===== config.mk =====
export PLATFORM = sky130hd
export DESIGN_NAME = mac_feeder
export DESIGN_NICKNAME = d
export VERILOG_FILES = /design/src/rtl/mac_feeder.sv
export SDC_FILE = /design/constraint.sdc
export NUM_CORES = 1
export LEC_CHECK = 0
export BUFFER_PORTS_ARGS = -buffer_cell sky130_fd_sc_hd__buf_4
export CAP_MARGIN = 20
export CORE_ASPECT_RATIO = 0.5
export CORE_MARGIN = 2
export CORE_UTILIZATION = 43
export DETAILED_ROUTE_END_ITERATION = 6
export HOLD_SLACK_MARGIN = 0.06
export SLEW_MARGIN = 20
export SYNTH_ARGS = -nofsm -noshare
export SYNTH_HDL_FRONTEND = slang
export SYNTH_SLANG_ARGS = --single-unit

===== constraint.sdc =====
create_clock -name CLK -period 5.8 [get_ports CLK]
set_input_delay 0 -clock CLK [delete_from_list [all_inputs] [get_ports CLK]]
set_output_delay 0 -clock CLK [all_outputs]
set_load 0.05 [all_outputs]

===== src/rtl/mac_feeder.sv =====
// Streams operands A and B from two local buffers to a MAC and collects the result. VALIDs rise 1 cycle after START,
// and WAIT_RES is entered len+1 cycles after START when READY stays high. A and B stall independently on their READYs.
module mac_feeder #(
    parameter int WIDTH_DATA = 32,
    parameter int DEPTH      = 16
) (
    input  logic                       RESET_N,
    input  logic                       CLK,
    input  logic                       CLR,
    input  logic                       WR_EN,
    input  logic                       WR_SEL,
    input  logic [$clog2(DEPTH)-1:0]   WR_ADDR,
    input  logic [WIDTH_DATA-1:0]      WR_DATA,
    input  logic [$clog2(DEPTH):0]     LEN,
    input  logic                       START,
    output logic [WIDTH_DATA-1:0]      A_DATA,
    output logic                       A_VALID,
    output logic                       A_LAST,
    input  logic                       A_READY,
    output logic [WIDTH_DATA-1:0]      B_DATA,
    output logic                       B_VALID,
    output logic                       B_LAST,
    input  logic                       B_READY,
    input  logic [WIDTH_DATA-1:0]      RES_DATA,
    input  logic                       RES_VALID,
    input  logic                       RES_LAST,
    input  logic                       RES_OVERFLOW,
    output logic                       RES_READY,
    output logic                       BUSY,
    output logic                       DONE,
    output logic [WIDTH_DATA-1:0]      RESULT,
    output logic                       RESULT_OVERFLOW
);

    localparam int AW = $clog2(DEPTH);
    localparam logic [AW:0] DEPTH_L = DEPTH[AW:0];
    localparam logic [AW:0] ONE     = 1;

    if (!(WIDTH_DATA == 16 || WIDTH_DATA == 32)) begin : g_bad_width
        $error("mac_feeder: WIDTH_DATA must be 16 or 32");
    end
    if (DEPTH < 2 || (DEPTH & (DEPTH - 1)) != 0) begin : g_bad_depth
        $error("mac_feeder: DEPTH must be a power of 2 and at least 2");
    end

    typedef enum logic [1:0] {
        S_IDLE,
        S_STREAM,
        S_WAIT_RES
    } state_t;

    state_t                  state_q, state_d;
    logic [AW:0]             len_q, len_d;
    logic [AW:0]             ptr_a_q, ptr_a_d;
    logic [AW:0]             ptr_b_q, ptr_b_d;
    logic [WIDTH_DATA-1:0]   result_q, result_d;
    logic                    ovf_q, ovf_d;
    logic                    done_q, done_d;

    logic [WIDTH_DATA-1:0]   buf_a [DEPTH];
    logic [WIDTH_DATA-1:0]   buf_b [DEPTH];

    logic                    a_vld, b_vld;
    logic                    wr_ok;
    logic [AW:0]             len_clip;

    // Pointers only move on a handshake and buffers are frozen outside IDLE, so VALID/DATA hold while stalled.
    assign a_vld    = (state_q == S_STREAM) && (ptr_a_q < len_q);
    assign b_vld    = (state_q == S_STREAM) && (ptr_b_q < len_q);
    assign wr_ok    = WR_EN && !CLR && (state_q == S_IDLE);
    assign len_clip = (LEN > DEPTH_L) ? DEPTH_L : LEN;

    assign A_VALID         = a_vld;
    assign B_VALID         = b_vld;
    assign A_DATA          = a_vld ? buf_a[ptr_a_q[AW-1:0]] : '0;
    assign B_DATA          = b_vld ? buf_b[ptr_b_q[AW-1:0]] : '0;
    assign A_LAST          = a_vld && (ptr_a_q == len_q - ONE);
    assign B_LAST          = b_vld && (ptr_b_q == len_q - ONE);
    assign RES_READY       = (state_q == S_WAIT_RES);
    assign BUSY            = (state_q != S_IDLE);
    assign DONE            = done_q;
    assign RESULT          = result_q;
    assign RESULT_OVERFLOW = ovf_q;

    always_comb begin
        state_d  = state_q;
        len_d    = len_q;
        ptr_a_d  = ptr_a_q;
        ptr_b_d  = ptr_b_q;
        result_d = result_q;
        ovf_d    = ovf_q;
        done_d   = 1'b0;
        if (CLR) begin
            state_d = S_IDLE;
            ptr_a_d = '0;
            ptr_b_d = '0;
        end else begin
            case (state_q)
                S_IDLE: begin
                    if (START && (LEN != '0)) begin
                        len_d   = len_clip;
                        ptr_a_d = '0;
                        ptr_b_d = '0;
                        state_d = S_STREAM;
                    end
                end
                S_STREAM: begin
                    if (a_vld && A_READY) begin
                        ptr_a_d = ptr_a_q + ONE;
                    end
                    if (b_vld && B_READY) begin
                        ptr_b_d = ptr_b_q + ONE;
                    end
                    if ((ptr_a_q == len_q) && (ptr_b_q == len_q)) begin
                        state_d = S_WAIT_RES;
                    end
                end
                S_WAIT_RES: begin
                    if (RES_VALID) begin
                        result_d = RES_DATA;
                        ovf_d    = RES_OVERFLOW;
                        if (RES_LAST) begin
                            done_d  = 1'b1;
                            state_d = S_IDLE;
                        end
                    end
                end
                default: state_d = S_IDLE;
            endcase
        end
    end

    always_ff @(posedge CLK or negedge RESET_N) begin
        if (!RESET_N) begin
            state_q  <= S_IDLE;
            len_q    <= '0;
            ptr_a_q  <= '0;
            ptr_b_q  <= '0;
            result_q <= '0;
            ovf_q    <= 1'b0;
            done_q   <= 1'b0;
        end else begin
            state_q  <= state_d;
            len_q    <= len_d;
            ptr_a_q  <= ptr_a_d;
            ptr_b_q  <= ptr_b_d;
            result_q <= result_d;
            ovf_q    <= ovf_d;
            done_q   <= done_d;
        end
    end

    always_ff @(posedge CLK) begin
        if (wr_ok) begin
            if (WR_SEL) begin
                buf_b[WR_ADDR] <= WR_DATA;
            end else begin
                buf_a[WR_ADDR] <= WR_DATA;
            end
        end
    end

endmodule


---- After elaboration in Yosys (flattened, before gate mapping) ----
Memory sizes are Yosys's and may differ from the RTL's.
Index checks and enable logic that the tools add are counted.
operators by class
  add/subtract/negate cells ............... 3
  $mul .................................... 0
  divide/modulo/power cells ............... 0
  order comparisons ....................... 3
  eq/ne operators ......................... 12
  shifts and indexed selects .............. 0
  multiplexer cells ....................... 26
  bitwise operators ....................... 1
  reduce and logical (&&, ||, !) cells .... 20
operators by type and width
  kind                                                                   number
  32-bit 2-to-1 mux                                                      2
  5-bit 2-to-1 mux                                                       6
  5-bit equality test                                                    4
  5-bit one-hot mux with 2 select lines                                  2
  3-bit by 2-bit != test with 1-bit output, second input constant        4
  3-bit AND reduction                                                    4
  5-bit by 1-bit adder with 5-bit output, second input constant          2
  1-bit logical AND                                                      10
  5-bit < comparator                                                     2
  1-bit 2-to-1 mux                                                       10
  2-bit 2-to-1 mux                                                       5
  3-bit != test, second input constant                                   2
  2-bit one-hot mux with 3 select lines                                  1
  5-bit > comparator, second input constant                              1
  5-bit nonzero test                                                     1
  5-bit by 1-bit subtractor with 5-bit output, second input constant     1
  4-bit AND reduction                                                    1
  3-bit nonzero test                                                     1
  2-bit by 1-bit equality test with 1-bit output, second input constant  1
  2-bit equality test, second input constant                             1
  2-bit zero test                                                        1
  2-bit nonzero test                                                     1
  1-bit zero test                                                        1
  1-bit inverter                                                         1
storage, ports and cells
  register bits after elaboration ......... 51
  latch bits .............................. 0
  memory bits (writable) .................. 1024
  bits in read-only memories .............. 0
  input bits .............................. 84
  output and inout port bits .............. 104
  memories ................................ 2
memory list
  memory  words  width  read ports  clocked after memory_dff  write ports  RTL line  RTL
  buf_a   16     32     1           0                         1            60        logic [WIDTH_DATA-1:0] buf_a [DEPTH];
  buf_b   16     32     1           0                         1            61        logic [WIDTH_DATA-1:0] buf_b [DEPTH];

---- Depth between registers and ports, before layout ----
  depth after elaboration ................. 6
  mapped depth ............................ 11

---- Worst setup path before layout ----
Ideal clock, no wire load.
  path type ............................... flip-flop to flip-flop
  from .................................... register state_q[0]
  to ...................................... memory buf_a[1][0] (enable)
  library setup time ...................... 0.461 ns
  data arrival time ....................... 3.922 ns
  data required time ...................... 5.339 ns
  slack ................................... 1.417 ns
  cell stages (with the launch flop) ...... 6
  buffers on the path ..................... 2
  period minus slack after synthesis ...... 4.383 ns
  path through ............................ dfrtp_1 -> buf_6 -> or2_1 -> clkbuf_1 -> or4_1 -> nor3_1
on the way
  cells in the longest elaborated chain, start to end .. 4
RTL lines
  item                                    RTL line  RTL
  from (decl)                             52        state_t state_q, state_d;
  from (signal assigned)                  143       state_q <= state_d;
  2-bit zero test                         70        assign wr_ok = WR_EN && !CLR && (state_q == S_IDLE);
  1-bit logical AND                       70
  1-bit 2-to-1 mux                        154       if (wr_ok) begin
  1-bit 2-to-1 mux (implied by the code)  158       buf_a[WR_ADDR] <= WR_DATA;
  to (decl)                               60
No other way between the ends.

---- Final worst setup path ----
  from .................................... register ptr_b_q[2]
  to ...................................... output B_DATA[13]
on the way
  cells in the longest elaborated chain, start to end .. 3
RTL lines
  item                    RTL line  RTL
  from (decl)             55        logic [AW:0] ptr_b_q, ptr_b_d;
  from (signal assigned)  146       ptr_b_q <= ptr_b_d;
  5-bit < comparator      69        assign b_vld = (state_q == S_STREAM) && (ptr_b_q < len_q);
  1-bit logical AND       69
  32-bit 2-to-1 mux (*)   76        assign B_DATA = b_vld ? buf_b[ptr_b_q[AW-1:0]] : '0;
  to (decl)               20        output logic [WIDTH_DATA-1:0] B_DATA,
Every way passes the cells marked *; elsewhere a longest branch is shown, timed or not.

==> results.sh <==
export IMPL_outcome="finished clean"
export IMPL_use_met2=0.311
export IMPL_ys_seq_elements=1075
export IMPL_synth_area_mm2=0.0416
export IMPL_required_ns=5.80
export IMPL_rrSetupSlack_ns=2.52
export IMPL_finalHoldViolCount=0
export IMPL_setup_ws_ns=1.60
export IMPL_startpoint="ptr_b_q[2]"
export IMPL_worst_setup_path_type="flop to output pin"
export IMPL_syn_area_per_cell_um2=22.4
export IMPL_layout_commonest_cell="edfxtp_1"
export IMPL_cts_setup_buffers=0
export IMPL_final_cell_mix="edfxtp_1, mux4_2, buf_4"
export IMPL_worst_setup_path_end_kind="output pin"
export IMPL_grt_antenna_before_repair=6
export IMPL_htreeDepth=3
export IMPL_yosysSeqAreaShare=0.770
export IMPL_power_leakage_nw=15.7
export IMPL_crit_chain="ha_1 -> o211a_1 -> o31a_1 -> or3_2 -> o22ai_1 -> buf_4"
export IMPL_hold_ws_ns=0.102
export IMPL_drc_errors=0
export IMPL_finClkSkew_ns=0.0415
export IMPL_finalSetupViolations=0
export IMPL_synth_area_leader_cell="edfxtp_1"
export IMPL_critPathMaxFanout=32
export IMPL_area_growth_pct=17.3
export IMPL_drv_cap=0
export IMPL_drv_slew=0
export IMPL_power_density_mw_per_mm2=357
export IMPL_first_pass_iters=5
export IMPL_grt_pass1_wl_um=143000
export IMPL_p_total_mw=17.4
export IMPL_via_per_inst=5.68
export IMPL_gr_total_overflow=0
export IMPL_hp_start="RES_DATA[5]"
export IMPL_worstHoldPathType="primary input to flop"
export IMPL_grt_usage=0.201
export IMPL_preCtsSetupSlack_ns=2.29
export IMPL_synth_area_top_cells="edfxtp_1, mux4_2, mux2i_1"
export IMPL_rsz0062_at_grt="no"
export IMPL_drt_initial_drc_count=1841
export IMPL_nNetsFinal=2293
export IMPL_syn_inst=1858
export IMPL_post_route_period_util=0.724
export IMPL_netlist_area_leader_share=0.739
export IMPL_io_pins=188
export IMPL_yosys_warnings=0
export IMPL_grt_max_degree=64
export IMPL_die_y_um=224
export IMPL_top_usage_layer="met2"
export IMPL_slowest_delay_ns=0.91
export IMPL_numCtsBuffers=94
export IMPL_fillerInstances=7424
export IMPL_row_count=80
export IMPL_portBuffers=187
export IMPL_root_buffer="clkbuf_16"
export IMPL_worstPathArrival_ns=4.20
export IMPL_gp_congestion=0.811
export IMPL_crit_slowest_cell="or3_2"
export IMPL_ir_drop_mv=0.244
export IMPL_grtUsageMet1=0.293
export IMPL_rr_startpoint="state_q[0]"
export IMPL_fin_crit_ns=4.20
export IMPL_synth_nets=1955
export IMPL_die_x_um=444
export IMPL_dieArea_mm2=0.0994
export IMPL_post_cts_resized=0
export IMPL_max_freq_mhz=238
export IMPL_cp_start_kind="flop"
export IMPL_multi_input_area_mm2=0.00931
export IMPL_synthFlopType="edfxtp_1"
export IMPL_synth_edf_count=1024
export IMPL_clkTransAtPathRegs_ns=0.06
export IMPL_cts_buffer_depth=3
export IMPL_clk_latency_ns=0.68
export IMPL_initial_core_util=0.435
export IMPL_core_area_mm2=0.0956
export IMPL_grt_pass1_vias=20700
export IMPL_place_hpwl_um=54300
export IMPL_synth_cell_types=57
export IMPL_finalSetupTns_ns=0
export IMPL_drt_wl_total_um=98900
export IMPL_slew_headroom=0.277
export IMPL_clock_sinks=1075
export IMPL_use_met3=0.0413
export IMPL_synthArstFlopShare=0.0474
export IMPL_antenna_left=0
export IMPL_num_vias=20100
export IMPL_tightestPinTransition_ns=1.08
export IMPL_routedWlPerCell_um=27.9
export IMPL_regArea_mm2=0.0320
export IMPL_cts_tree="done"
export IMPL_hold_buffers=109
export IMPL_drive_gt1_frac=0.306
power breakdown:
part           leakage (nW)  total, mW  internal, mW  switching (mW)
Clock                  1.42       6.02          3.24            2.78
Sequential             9.84       8.79          8.65           0.137
Combinational          4.40       2.63          1.01            1.61
synth_stat cells, types with 6 or more instances:
cell type,count
ha_1,13
buf_1,15
inv_1,9
clkbuf_1,36
dfrtp_1,51
xnor2_1,12
mux2i_1,128
nand3_1,10
o21ai_0,8
buf_2,44
o22ai_1,64
nand2b_1,11
nor3_1,22
or4_1,6
mux2_2,29
nor2_1,33
nand2_1,22
edfxtp_1,1024
mux4_2,256
worst max-delay path, delay by kind of cell (launching register included):
family / cells / cell delay (ns)
buffers and inverters: 1 / 0.31
flip-flops: 1 / 0.82
AO/OA/AOI/OAI: 3 / 1.08
AND/OR/NAND/NOR: 1 / 0.91
adder cells (fa/ha/maj): 1 / 0.36
sequential cells by signal, summed over array words and instances, names as in the netlist:
register         count
ptr_b_q              5
buf_a              512
RESULT_OVERFLOW      1
DONE                 1
RESULT              32
state_q              2
len_q                5
buf_b              512
ptr_a_q              5
logic make-up (layout without fill, tap and decap cells):
kind of cell	count (synthesis)	after routing	synth area share
mux	418	418	0.179
xor+xnor	12	12	0.00253
flops	1075	1075	0.770
other cells	0	1	0
fa+ha+maj	13	13	0.00391
buf+inv	112	521	0.0124
compound gates	98	98	0.0161
simple gates	130	130	0.0169
layout make-up:
| cell class | count | share of cell area |
|---|---|---|
| flip-flops and latches | 1075 | 0.657 |
| multi-input cells | 671 | 0.191 |
| repair buffers | 344 | 0.0592 |
| clock buffers | 112 | 0.0500 |
| well taps | 1271 | 0.0326 |
| clock inverters | 55 | 0.00972 |
| inverters | 10 | 0.000821 |
| diodes | 1 | 0.0000513 |
per-stage QoR:
step | cells | area [um2] | utilization
finish | 3539 | 48800 | 0.510
detailed placement | 3261 | 44800 | 0.468
floorplan | 1858 | 41600 | -
CTS | 3537 | 48800 | 0.510
global route | 3539 | 48800 | 0.510
global placement | 3261 | 44800 | 0.468
metal layers:
| metal | up-vias | part of all wire |
|---|---|---|
| li1 | 8532 | - |
| met1 | 10900 | 0.44 |
| met3 | 135 | 0.064 |
| met2 | 574 | 0.47 |
| met5 | - | 0.000071 |
| met4 | 2 | 0.021 |
path summary, 6_finish.rpt:
kind	depth (start not counted)	to
max	6	B_DATA[13]
min	3	RESULT[5]
max reg2reg	4	buf_b[4][19]
min reg2reg	1	RESULT[25]
max in group asynchronous	4	ptr_b_q[1]
min in group asynchronous	4	RESULT[18]
Note: power is estimated with default switching activity, not from simulation.
